`config.mk`:
```
export PLATFORM = sky130hd
export DESIGN_NAME = load_use_scoreboard
export DESIGN_NICKNAME = d
export VERILOG_FILES = /design/src/rtl/load_use_scoreboard_pkg.sv /design/src/rtl/load_use_scoreboard_src_decode.sv /design/src/rtl/load_use_scoreboard.sv
export SDC_FILE = /design/constraint.sdc
export NUM_CORES = 1
export LEC_CHECK = 0
export ABC_CLOCK_PERIOD_IN_PS = 3400
export CAP_MARGIN = 20
export CELL_PAD_IN_SITES_DETAIL_PLACEMENT = 1
export CELL_PAD_IN_SITES_GLOBAL_PLACEMENT = 1
export CORE_MARGIN = 1
export CORE_UTILIZATION = 32
export DETAILED_ROUTE_END_ITERATION = 8
export GPL_TIMING_DRIVEN = 1
export PLACE_DENSITY = 0.93
export SKIP_CTS_REPAIR_TIMING = 1
export SYNTH_ARGS = -nofsm -noshare
export SYNTH_HDL_FRONTEND = slang
export SYNTH_HIERARCHICAL = 1
export SYNTH_SLANG_ARGS = --single-unit
```
`constraint.sdc`:
```
create_clock -name clk -period 3.4 [get_ports clk]
set_clock_uncertainty 0.15 [all_clocks]
set_input_delay 0.68 -clock clk [delete_from_list [all_inputs] [get_ports clk]]
set_output_delay 0.68 -clock clk [all_outputs]
set_load 0.005 [all_outputs]
```
`src/rtl/load_use_scoreboard_pkg.sv`:
```
// load_use_scoreboard_pkg: ISA constants shared by the load-use hazard unit and its decoder
package load_use_scoreboard_pkg;
  localparam int NUM_REGS = 16;
  localparam int ADDR_W = 4;
  localparam int INSTR_W = 16;
  localparam logic [3:0] OP_LW = 4'b1000;
  localparam logic [3:0] OP_SW = 4'b1001;
  localparam logic [3:0] OP_LHB = 4'b1010;
  localparam logic [3:0] OP_JR = 4'b1110;
  localparam logic [ADDR_W-1:0] REG_ZERO = '0;
endpackage

```
`src/rtl/load_use_scoreboard_src_decode.sv`:
```
// load_use_scoreboard_src_decode: instruction to source-register usage decode
module load_use_scoreboard_src_decode
  import load_use_scoreboard_pkg::*;
(
  input  logic [INSTR_W-1:0] instr,
  output logic               rs_used,
  output logic [ADDR_W-1:0]  rs_addr,
  output logic               rt_used,
  output logic [ADDR_W-1:0]  rt_addr
);
  logic [3:0] op;
  always_comb begin
    op = instr[15:12];
    rs_used = !op[3] || op[3:1] == OP_LW[3:1] || op == OP_JR;
    rs_addr = instr[7:4];
    rt_used = op[3:2] == 2'b00 || op == OP_SW || op == OP_LHB;
    rt_addr = op[3] ? instr[11:8] : instr[3:0];
  end
endmodule

```
`src/rtl/load_use_scoreboard.sv`:
```
// load_use_scoreboard: multi-cycle load-use hazard detection with per-register scoreboard
module load_use_scoreboard
  import load_use_scoreboard_pkg::*;
#(
  parameter int LOAD_LAT = 1,
  parameter bit ZERO_REG = 1'b1,
  parameter int STAT_W   = 16
) (
  input  logic                clk,
  input  logic                rst_n,
  input  logic [INSTR_W-1:0]  instr_id,
  input  logic                id_valid,
  input  logic                ex_valid,
  input  logic                ex_mem_read,
  input  logic [ADDR_W-1:0]   ex_dst,
  input  logic                flush_ex,
  input  logic                freeze,
  output logic                stall,
  output logic                bubble_ex,
  output logic [NUM_REGS-1:0] pend_mask,
  output logic [STAT_W-1:0]   stall_cycles
);
  localparam int CNT_W = $clog2(LOAD_LAT + 1);
  logic rs_used, rt_used, rs_ok, rt_ok, ld, ex_hit, sb_hit;
  logic [ADDR_W-1:0] rs_addr, rt_addr;
  load_use_scoreboard_src_decode u_dec (
    .instr  (instr_id),
    .rs_used(rs_used),
    .rs_addr(rs_addr),
    .rt_used(rt_used),
    .rt_addr(rt_addr)
  );
  always_comb begin
    rs_ok = rs_used && (!ZERO_REG || rs_addr != REG_ZERO);
    rt_ok = rt_used && (!ZERO_REG || rt_addr != REG_ZERO);
    ld = ex_valid && ex_mem_read && !flush_ex && (!ZERO_REG || ex_dst != REG_ZERO);
    ex_hit = ld && ((rs_ok && ex_dst == rs_addr) || (rt_ok && ex_dst == rt_addr));
    sb_hit = (rs_ok && pend_mask[rs_addr]) || (rt_ok && pend_mask[rt_addr]);
    stall = id_valid && (ex_hit || sb_hit);
    bubble_ex = stall;
  end
  for (genvar r = 0; r < NUM_REGS; r++) begin : g_reg
    logic [CNT_W-1:0] cnt;
    assign pend_mask[r] = cnt != '0;
    always_ff @(posedge clk or negedge rst_n)
      if (!rst_n) cnt <= '0;
      else if (!freeze) cnt <= (ld && ex_dst == ADDR_W'(r)) ? CNT_W'(LOAD_LAT - 1) : cnt - CNT_W'(pend_mask[r]);
  end
  always_ff @(posedge clk or negedge rst_n)
    if (!rst_n) stall_cycles <= '0;
    else if (stall && !freeze && !(&stall_cycles)) stall_cycles <= stall_cycles + 1'b1;
endmodule
```
==> results.py <==
metrics = {
    "sta": {
        "fin_tns_setup_ns": 0,
        "finalSetupViolCount": 0,
        "maxSlewViolCount": 0,
        "hold_violations": 0,
        "tightest_slew_ns": 0.818,
        "rsz0062_at_grt": "false",
        "post-route-min-period_ns": 3.04,
        "post-route-period-util_pct": 89.3,
        "slew_headroom_pct": 45.5,
        "fmax_mhz": 329,
    },
    "drt": {
        "post-route-drc-count": 0,
        "antenna_left": 0,
        "topRoutingLayerUsed": "met4",
        "dr.pass1.iters": 3,
        "via_per_inst": 4.87,
        "vias": 1057,
        "drt-total-wl_um": 3230,
        "wl_per_cell_um": 14.9,
        "wl_met1_um": 1280,
        "first_iter_violations": 3,
        "dr_wl_met3_um": 243,
        "route.met2.wl_um": 1680,
    },
    "logic_synthesis": {
        "synth_cell_types": 33,
        "synthesis.area_mm2": 0.00126,
        "synth.avg_cell_area_um2": 10.2,
        "synthTopCellsByArea": "dfrtp_1, xor2_1, buf_4",
        "synthTopCellsByCount": "buf_4, xor2_1, dfrtp_1",
        "synthArstFlopShare_pct": 100,
        "ys_warn_count": 6,
        "synthCells": 124,
        "yosys_most_used_dff": "dfrtp_1",
        "ys_seq_area_share_pct": 31.7,
        "synth-seq-cells": 16,
        "synth-edff-count": 0,
        "netlist.area_leader.share_pct": 31.7,
        "synth_top_cell_by_area": "dfrtp_1",
    },
    "global_routing": {
        "antenna_found_initial": 0,
        "grt_pass1_vias": 1116,
        "grt_max_degree": 17,
        "grt_pass1_wl_um": 5260,
        "grt_overflow": 0,
        "grt_use_total_pct": 16.3,
    },
    "finish": {
        "area_growth_pct": 39.2,
        "antenna_cells": 0,
        "regMostFlops": "stall_cycles",
        "fin_nets": 198,
        "largest_reg_flops": 16,
        "nFillCells": 426,
        "reg_top3": "stall_cycles x16",
        "drive_gt1_share_pct": 16.6,
        "fin_area_mm2": 0.00176,
    },
    "clock_tree": {
        "clock_latency_ns": 0.25,
        "htreeDepth": 1,
        "clockBufferDepth": 2,
        "cts_inserted_buffers": 3,
        "cts-root-buf": "clkbuf_8",
        "cts_tree": "built",
        "clock-sinks": 16,
        "clk_pin_slew_ns": 0.07,
    },
    "placed_design": {
        "gp_congestion": 0.805,
        "dpl_cell_area_mm2": 0.00169,
        "dp_hpwl_um": 2540,
        "portBuffers": 44,
    },
    "flow_run": {
        "maxCapViolCount": 0,
    },
    "floorplan": {
        "die_height_um": 64.8,
        "fp.coreArea_mm2": 0.00372,
        "pin_count": 61,
        "start_util_pct": 34.0,
        "rows": 22,
        "die_area_mm2": 0.00420,
        "die_x_um": 64.8,
    },
    "worst_setup_path": {
        "r2r_slack_ns": 1.22,
        "end_kind": "register",
        "cp.required_ns": 3.39,
        "critPathKind": "in -> reg",
        "start_kind": "input pin",
        "crit_fanout": 15,
        "crit_arrival_ns": 3.02,
    },
    "worst_hold_path": {
        "hp-class": "reg -> reg",
    },
    "pwr": {
        "p_leak_uw": 0.000780,
        "p_per_area_mw_per_mm2": 260,
        "peakVddDrop_mv": 0.184,
    },
    "run_status": {
        "outcome": "finished clean",
    },
}
area by class of cell:
cell class / count / area (um^2) / area share (%)
Timing Repair Buffer: 49 / 485 / 27.6
Multi-Input combinational cell: 100 / 758 / 43.1
Tap cell: 48 / 60.1 / 3.41
Clock buffer: 4 / 55.1 / 3.13
Sequential cell: 16 / 400 / 22.8
cell usage in the layout, fill, tap and decap left out, types with 2 or more instances in the layout:
master           count
buf_4                5
clkbuf_8             4
clkdlybuf4s50_1     41
conb_1              16
dfrtp_1             16
dlymetal6s2s_1       3
mux2_2               4
nand2_1              6
nand2b_1             4
nand4_1              4
nor2_1               2
nor3_1               6
nor3_2               2
nor3b_1              2
nor4_1               4
nor4_2               7
nor4b_2              3
or4b_2               2
xnor2_1              3
xor2_1              21
worst max-delay path, cell delays in order:
cell and delay, ns:
clkdlybuf4s50_1 0.49, nor4_2 0.58, nor4b_2 0.11, a22oi_2 0.71, nor3_2 0.11, mux2_1 0.33
cell families after synthesis:
| family | count (synthesis) | synth area share [%] |
|---|---|---|
| multiplexers | 5 | 4.46 |
| adder cells (fa/ha/maj) | 1 | 0.990 |
| buffers and inverters | 23 | 13.7 |
| AO/OA/AOI/OAI | 5 | 3.37 |
| other | 1 | 0.297 |
| flip-flops | 16 | 31.7 |
| AND/OR/NAND/NOR | 49 | 28.9 |
| XOR/XNOR | 24 | 16.6 |
through the flow:
stage                     cells  setup slack (ns)  util, %  total power [uW]  hold slack, ns
after global routing        217             0.255     47.3               475           0.375
after global placement      213            -0.247     45.4               282           0.333
after detailed placement    213            -0.307     45.4               287           0.337
after CTS                   217            -0.320     46.8               459           0.345
after floorplan             139             0.710        -               248           0.234
final                       217             0.365     47.3               457           0.343
where the power goes:
| group | internal, uW | switching, uW |
|---|---|---|
| registers | 192 | 2.79 |
| clock network | 103 | 69.8 |
| logic | 51.4 | 37.8 |
path summary, 6_finish.rpt:
| kind | startpoint | end | cells after the start |
|---|---|---|---|
| max | ex_dst[1] | stall_cycles[1]$_DFFE_PN0P_ | 6 |
| min | stall_cycles[15]$_DFFE_PN0P_ | stall_cycles[15]$_DFFE_PN0P_ | 1 |
| min in group asynchronous | rst_n | stall_cycles[14]$_DFFE_PN0P_ | 1 |
| min reg2reg | stall_cycles[15]$_DFFE_PN0P_ | stall_cycles[15]$_DFFE_PN0P_ | 1 |
| max reg2reg | stall_cycles[0]$_DFFE_PN0P_ | stall_cycles[1]$_DFFE_PN0P_ | 5 |
| max in group asynchronous | rst_n | stall_cycles[12]$_DFFE_PN0P_ | 1 |
per-layer routing:
layer / vias up / global-route usage (%)
met5: - / 0
met4: 0 / 4.17
met3: 3 / 3.87
met2: 42 / 31.1
met1: 511 / 17.6
li1: 501 / -
Power figures use the tool's default switching activity.
